===== config.mk =====
export PLATFORM = sky130hd
export DESIGN_NAME = tt_ctrl_seq
export DESIGN_NICKNAME = d
export VERILOG_FILES = /design/src/rtl/tt_ctrl_seq.sv
export SDC_FILE = /design/constraint.sdc
export NUM_CORES = 1
export LEC_CHECK = 0
export ABC_AREA = 1
export BUFFER_PORTS_ARGS = -buffer_cell sky130_fd_sc_hd__buf_2
export CORE_MARGIN = 1.5
export CORE_UTILIZATION = 30
export DETAILED_ROUTE_END_ITERATION = 10
export GPL_TIMING_DRIVEN = 0
export SYNTH_ARGS = -nofsm -noshare
export SYNTH_HDL_FRONTEND = slang
export SYNTH_SLANG_ARGS = --single-unit
export TNS_END_PERCENT = 10

===== constraint.sdc =====
create_clock -name clk -period 4.3 [get_ports clk]
set_clock_uncertainty 0.15 [all_clocks]
set_input_delay 0.43 -clock clk [delete_from_list [all_inputs] [get_ports clk]]
set_output_delay 0.43 -clock clk [all_outputs]
set_load 0.005 [all_outputs]

===== src/rtl/tt_ctrl_seq.sv =====
// Design-select sequencer for the ctrl[2:0] pads: disable, reset selector, pulse inc N times, re-enable.
// Optional incremental selection (skip selector reset when moving upward) under TT_CTRL_SEQ_INCR_EN.
module tt_ctrl_seq #(
    parameter int PULSE_W = 4,
    parameter int ADDR_W  = 10
) (
    input  logic              clk,
    input  logic              rst,
    input  logic              start,
    input  logic [ADDR_W-1:0] sel_addr,
    input  logic              ena_req,
    output logic              ctrl_ena,
    output logic              ctrl_sel_inc,
    output logic              ctrl_sel_rst_n,
    output logic              busy,
    output logic              done,
    output logic [2:0]        state_dbg
);

    typedef enum logic [2:0] {
        IDLE  = 3'd0,
        DIS   = 3'd1,
        RST   = 3'd2,
        REC   = 3'd3,
        INC_H = 3'd4,
        INC_L = 3'd5,
        ENA   = 3'd6
    } state_t;

    localparam logic [7:0] PHASE_LAST = 8'(PULSE_W - 1);

    state_t            state_q;
    logic [7:0]        cnt_q;
    logic [ADDR_W-1:0] n_q;
    logic              skip_q;
    logic              ena_cap_q;
    logic              ctrl_ena_q, inc_q, sel_rst_n_q, busy_q, done_q;

    logic [ADDR_W-1:0] n_d;
    logic              skip_d;
    logic              phase_end;
    logic              pair_go;

`ifdef TT_CTRL_SEQ_INCR_EN
    logic [ADDR_W-1:0] cur_addr_q;
    logic [ADDR_W-1:0] addr_cap_q;
    logic              cur_valid_q;

    // Moving upward from a known selection only needs the difference in pulses.
    always_comb begin
        skip_d = cur_valid_q && (sel_addr >= cur_addr_q);
        n_d    = skip_d ? (sel_addr - cur_addr_q) : sel_addr;
    end

    always_ff @(posedge clk or posedge rst) begin
        if (rst) begin
            cur_addr_q  <= '0;
            addr_cap_q  <= '0;
            cur_valid_q <= 1'b0;
        end else begin
            if (state_q == IDLE && start) addr_cap_q <= sel_addr;
            if (state_q == ENA) begin
                cur_addr_q  <= addr_cap_q;
                cur_valid_q <= 1'b1;
            end
        end
    end
`else
    always_comb begin
        skip_d = 1'b0;
        n_d    = sel_addr;
    end
`endif

    assign phase_end = (cnt_q == PHASE_LAST);
    // REC, INC_L and a skipping DIS all hand over to the same "pulse again or finish" decision.
    assign pair_go   = phase_end && ((state_q == REC) || (state_q == INC_L) ||
                                     ((state_q == DIS) && skip_q));

    always_ff @(posedge clk or posedge rst) begin
        if (rst) begin
            state_q     <= IDLE;
            cnt_q       <= '0;
            n_q         <= '0;
            skip_q      <= 1'b0;
            ena_cap_q   <= 1'b0;
            ctrl_ena_q  <= 1'b0;
            inc_q       <= 1'b0;
            sel_rst_n_q <= 1'b0;
            busy_q      <= 1'b0;
            done_q      <= 1'b0;
        end else begin
            done_q <= 1'b0;
            if (state_q != IDLE && state_q != ENA)
                cnt_q <= phase_end ? 8'd0 : cnt_q + 8'd1;

            unique case (state_q)
                IDLE: begin
                    sel_rst_n_q <= 1'b1;
                    if (start) begin
                        n_q        <= n_d;
                        skip_q     <= skip_d;
                        ena_cap_q  <= ena_req;
                        ctrl_ena_q <= 1'b0;
                        busy_q     <= 1'b1;
                        cnt_q      <= 8'd0;
                        state_q    <= DIS;
                    end
                end
                DIS: if (phase_end && !skip_q) begin
                    state_q     <= RST;
                    sel_rst_n_q <= 1'b0;
                end
                RST: if (phase_end) begin
                    state_q     <= REC;
                    sel_rst_n_q <= 1'b1;
                end
                INC_H: if (phase_end) begin
                    state_q <= INC_L;
                    inc_q   <= 1'b0;
                end
                ENA:     state_q <= IDLE;
                default: ;
            endcase

            if (pair_go) begin
                if (n_q == '0) begin
                    state_q    <= ENA;
                    ctrl_ena_q <= ena_cap_q;
                    done_q     <= 1'b1;
                    busy_q     <= 1'b0;
                end else begin
                    state_q <= INC_H;
                    inc_q   <= 1'b1;
                    n_q     <= n_q - 1'b1;
                end
            end
        end
    end

    assign ctrl_ena       = ctrl_ena_q;
    assign ctrl_sel_inc   = inc_q;
    assign ctrl_sel_rst_n = sel_rst_n_q;
    assign busy           = busy_q;
    assign done           = done_q;
    assign state_dbg      = state_q;

endmodule


==> results of run 1 <==
power groups by stage:
stage | registers, mW | logic [mW] | clock network (mW)
6_report | 0.429 | 0.738 | 0.152
4_1_cts | 0.430 | 0.744 | 0.155
3_3_place_gp | 0.434 | 0.732 | 0
5_1_grt | 0.445 | 0.854 | 0.163
3_5_place_dp | 0.435 | 0.739 | 0
2_1_floorplan | 0.422 | 0.593 | 0
worst max-delay path, stage by stage, from the launching register on:
cell and delay, ns:
dfrtp_1 0.39, inv_1 0.16, ha_1 0.17, inv_1 0.03, nor2_1 0.07, nand2_1 0.08, nor2_4 0.19, nand3_1 0.19
nand2_1 0.11, nand3_1 0.07, nand2_1 0.08
routing by layer:
metal	routed length (um)	vias to the layer above
met2	1627	17
met5	0	-
met4	24	0
met1	1881	649
met3	81	4
li1	-	788
registers in the layout (all words and copies together), names as in the netlist:
register        cells
cnt_q               8
done                1
ctrl_sel_inc        1
ena_cap_q           1
state_dbg           3
n_q                10
ctrl_ena            1
ctrl_sel_rst_n      1
busy                1
final cells by class:
| class | count | share of cell area, % |
|---|---|---|
| flip-flops and latches | 27 | 34.48 |
| inverters | 33 | 6.577 |
| repair buffers | 21 | 5.364 |
| multi-input cells | 171 | 46.10 |
| clock buffers | 4 | 2.299 |
| plain buffers | 1 | 0.5747 |
| well taps | 72 | 4.598 |
cell usage in the layout (no fill, tap or decap), types with 2 or more instances in the layout:
cell type / n
nand2_1: 60
inv_1: 29
nor2_1: 28
dfrtp_1: 27
buf_2: 21
nand3_1: 18
o21ai_0: 15
a21oi_1: 8
nand2_2: 5
xor2_1: 5
o21ai_1: 5
nor2_4: 4
nor2_2: 3
nand4_1: 3
ha_1: 3
clkbuf_8: 3
nand2_4: 2
inv_2: 2
xnor2_1: 2
inv_4: 2
worst paths after layout:
| kind | startpoint | to | slack (ns) | cells after the start |
|---|---|---|---|---|
| setup / recovery | n_q[0] | state_dbg[1] | 2.55 | 10 |
| hold / removal | ena_req | ena_cap_q | 0.20 | 3 |
| setup reg to reg | n_q[0] | state_dbg[1] | 2.55 | 10 |
| hold reg to reg | n_q[0] | n_q[0] | 0.30 | 1 |
| max in group asynchronous | rst | n_q[6] | 3.08 | 2 |
| min in group asynchronous | rst | busy | 0.26 | 2 |
logic make-up (layout without fill, tap and decap cells):
group	Yosys count	in the layout	synth area share, %
DFF	27	27	39.30
and+or+nand+nor	128	128	35.88
buffers and inverters	34	59	8.151
AOI/OAI and AO/OA	33	33	10.92
adders and majority gates	3	3	2.184
xor gates and xnor gates	7	7	3.566
==> flow_metrics.tcl, run 1 <==
set metrics [dict create \
    status "completed" \
    nFillCells 608 \
    die-area_mm2 0.006194 \
    seq_area_um2 675.6 \
    drt_pass1_iterations 4 \
    grtUsageMet2_pct 21.38 \
    netlist.area_leader.share_pct 39.30 \
    preCtsSetupSlack_ns 2.553 \
    grt.met3_usage_pct 1.379 \
    setup_viol_count_final 0 \
    tightest_slew_ns 1.084 \
    design_area_mm2 0.001959 \
    antenna_cells 0 \
    max_slew_margin_pct 27.63 \
    p_leak_nw 0.9961 \
    ys_ff_latch 27 \
    nets 275 \
    final_max_slew_viol_count 0 \
    rows 27 \
    cts.sinks 27 \
    syn-num-nets 249 \
    required_ns 4.38 \
    power_frac_clock_pct 11.5 \
    cp-start-kind "register" \
    holdWs_ns 0.1998 \
    h-tree-depth 1 \
    track_usage_pct 13.02 \
    synthArstFlopShare_pct 100.0 \
    vias_per_cell 4.432 \
    cp.arrival_ns 1.83 \
    multi_input_area_um2 903.4 \
    syn_area_per_cell_um2 7.410 \
    crit_path_end_kind "register" \
    ant_nets 0 \
    place.gp.congestion 0.8043 \
    cts_hold_buf 0 \
    pin_count 22 \
    rsz0062_at_grt "false" \
    utilization_pct 35.58 \
    yosysTopAreaCell "dfrtp_1" \
    totalWireLength_um 3614 \
    maxCapViolations 0 \
    yosysMostFrequentCell "nand2_1" \
    busiest_layer "met2" \
    placed_area_mm2 0.001914 \
    post-route-period-util_pct 40.76 \
    dp_hpwl_um 2685 \
    synth_area_leaders "dfrtp_1 (39%), nand2_1 (13%), inv_1 (6.3%), nor2_1 (6.1%), nand3_1 (5.2%)" \
    path_clk_slew_ns 0.10 \
    cts-root-buf "clkbuf_8" \
    total_power_mw 1.318 \
    start_util_pct 31.22 \
    syn_area_mm2 0.001719 \
    grtUsageMet1_pct 18.09 \
    syn_to_final_growth_pct 13.97 \
    finalHoldViolations 0 \
    switching_share_pct 48.50 \
    final_cells 329 \
    yosysWarnings 0 \
    grt_pass1_vias 1384 \
    antenna_found_initial 0 \
    synth_top_cells_by_count "nand2_1 (60), inv_1 (29), nor2_1 (28)" \
    intPower_mw 0.6787 \
    drt_iter0_drc 78 \
    cts_inserted_buffers 3 \
    ys_seq_area_share_pct 39.30 \
    io_buffers 21 \
    crit_fanout 6 \
    grt_overflow 0 \
    finalSetupTns_ns 0 \
    placed_cells 325 \
    synthesis.instances 232 \
    die_y_um 78.70 \
    vias 1458 \
    cts_tree "done" \
    pwr-share-seq_pct 32.5 \
    synth_cell_types 29 \
    wl_per_cell_um 10.98 \
    finalCriticalPeriod_ns 1.753 \
    synth_edf_count 0 \
    p_switching_mw 0.6391 \
    core_area_mm2 0.005507 \
    crit_type "register to register" \
    clockBufferDepth 2 \
    peakVddDrop_v 0.0002387 \
    grt_max_degree 28 \
    timing.fmax_ghz 0.5705 \
    die_x_um 78.70 \
    synthFlopType "dfrtp_1" \
    cts-resized-gates 0 \
    drive_gt1_share_pct 19.07 \
    grt_pass1_wl_um 6382 \
    pwr-share-comb_pct 56.0 \
    fin_ws_ns 2.547 \
    post-cts-setup-buffer-count 0 \
    hp-class "input pin to register" \
    drc 0 \
    clk_latency_ns 0.28 \
    power_per_cell_area_mw_per_mm2 672.6 \
]
Power figures use the tool's default switching activity.
==> run 2: changes to the inputs <==
==> constraint.sdc (replaced) <==
create_clock -name clk -period 1.43 [get_ports clk]
set_clock_uncertainty 0.15 [all_clocks]
set_input_delay 0.143 -clock clk [delete_from_list [all_inputs] [get_ports clk]]
set_output_delay 0.143 -clock clk [all_outputs]
set_load 0.005 [all_outputs]
==> run 2 against run 1 <==
Effect of this change:
- the flow now finishes with violations (hold timing, setup timing)
- worst hold slack worse by 0.23 ns
- worst setup slack worse by 2.7 ns
- cell area up 14%
==> flow_metrics.tcl, run 2 (synthesized netlist as in run 1, its figures left out) <==
set metrics [dict create \
    finalSetupTns_ns -2.227 \
    largest-register "n_q" \
    slowest_stage "dfrtp_1" \
    status "complete, but fails checks" \
    p_leak_nw 1.113 \
    largest_register_ff_count 10 \
    tightest_slew_ns 1.092 \
    timing.fmax_ghz 0.6262 \
    drt_iter0_drc 68 \
    fin_ws_ns -0.1670 \
    rsz0062_at_grt "true" \
    crit_type "register to register" \
    slowest_delay_ns 0.42 \
    max_slew_margin_pct 27.10 \
    design_area_mm2 0.002240 \
    grt_overflow 0 \
    final_max_slew_viol_count 0 \
    cts-root-buf "clkbuf_8" \
    reg2reg_from "n_q[0]" \
    worstSetupStartpoint "n_q[0]" \
    rows 27 \
    clk_latency_ns 0.28 \
    crit_fanout 6 \
    drt_pass1_iterations 6 \
    cts.sinks 27 \
    h-tree-depth 1 \
    setup_viol_count_final 24 \
    antenna_cells 0 \
    vias_per_cell 4.529 \
    required_ns 1.47 \
    clockBufferDepth 2 \
    crit_path_end_kind "register" \
    nFillCells 584 \
    placed_area_mm2 0.001919 \
    final_common_cell "nand2_1" \
    die_x_um 78.70 \
    grt_max_degree 28 \
    start_util_pct 31.22 \
    totalWireLength_um 3956 \
    cp.arrival_ns 1.64 \
    placed_cells 325 \
    antenna_found_initial 0 \
    die_y_um 78.70 \
    cts_tree "done" \
    syn_to_final_growth_pct 30.28 \
    finalHoldViolations 27 \
    place.gp.congestion 0.8390 \
    grt_pass1_wl_um 6630 \
    crit_top_cell "nor2_4" \
    wl_per_cell_um 11.30 \
    io_buffers 21 \
    dp_hpwl_um 2688 \
    vias 1585 \
    core_area_mm2 0.005507 \
    path_cells "inv_2 > ha_1 > inv_1 > nor2_1 > nand2_1 > nor2_4 > nor2_8 > buf_12 > nor2_4 > a21oi_2" \
    cts_inserted_buffers 3 \
    die-area_mm2 0.006194 \
    drive_gt1_share_pct 33.09 \
    cp-start-kind "register" \
    grt_pass1_vias 1459 \
    final_cell_mix "nand2_1 (57), nor2_1 (25), dfrtp_1 (24)" \
    post-route-period-util_pct 111.7 \
    utilization_pct 40.67 \
    nets 296 \
    final_cells 350 \
    pin_count 22 \
    maxCapViolations 0 \
    total_power_mw 4.605 \
    violations "hold timing, setup timing" \
    preCtsSetupSlack_ns -0.2829 \
    hp-class "input pin to asynchronous set/reset pin" \
    finalCriticalPeriod_ns 1.597 \
    track_usage_pct 13.51 \
    peakVddDrop_v 0.0008083 \
    ant_nets 0 \
    holdWs_ns -0.03236 \
    drc 0 \
    path_clk_slew_ns 0.11 \
    power_per_cell_area_mw_per_mm2 2056 \
]
-- run 2: cell count changes in the layout (fill, tap and decap cells not counted), sizes merged --
cell | previous run | this run
clkinvlp | 0 | 1
buf | 22 | 40
dlygate4sd3 | 0 | 3
clkbuf | 4 | 3
-- run 2: final timing paths --
path                                 to  cells past startpoint  slack, ns
setup / recovery                 n_q[0]                     10      -0.17
hold / removal                   n_q[0]                      2      -0.03
setup reg to reg                 n_q[0]                     10      -0.17
hold reg to reg                ctrl_ena                      2       0.33
max in group asynchronous  state_dbg[0]                      2       0.44
min in group clk                 n_q[6]                      5       0.02
-- run 2: critical path: cells and delay by family (launching register included) --
kind / cells / cell delay [ns]
AOI/OAI and AO/OA: 1 / 0.03
DFF: 1 / 0.42
buffers and inverters: 3 / 0.26
adders and majority gates: 1 / 0.14
and+or+nand+nor: 5 / 0.50
-- run 2: final cells by class --
cell class / count / area [um^2] / area share, %
multi-input cells: 171 / 977.2 / 43.63
flip-flops and latches: 27 / 679.4 / 30.34
repair buffers: 42 / 299.0 / 13.35
inverters: 33 / 133.9 / 5.978
well taps: 72 / 90.09 / 4.022
clock buffers: 3 / 41.29 / 1.844
plain buffers: 1 / 11.26 / 0.5028
clock inverters: 1 / 7.507 / 0.3352
-- run 2: what timing repair did --
action / in CTS / in global routing
pin swaps: 11 / 9
hold buffers: 2 / 1
setup endpoints to repair: 27 / 27
resized for setup: 22 / 8
hold endpoints to repair: 2 / 1
setup buffers: 17 / 1
-- run 2: metal layers --
metal  GRT usage (%)  vias up  part of all wire (%)
li1                -      825                     -
met1           17.67      731                    49
met2           23.10       25                    47
met3           2.759        4                   3.6
met4           2.679        0                  0.61
met5               0        -                     0
-- run 2: power breakdown --
part / switching [mW] / internal, mW / total (mW)
clock: 0.266 / 0.198 / 0.464
sequential: 0.263 / 1.06 / 1.32
combinational: 1.65 / 1.17 / 2.82
total: 2.18 / 2.42 / 4.60
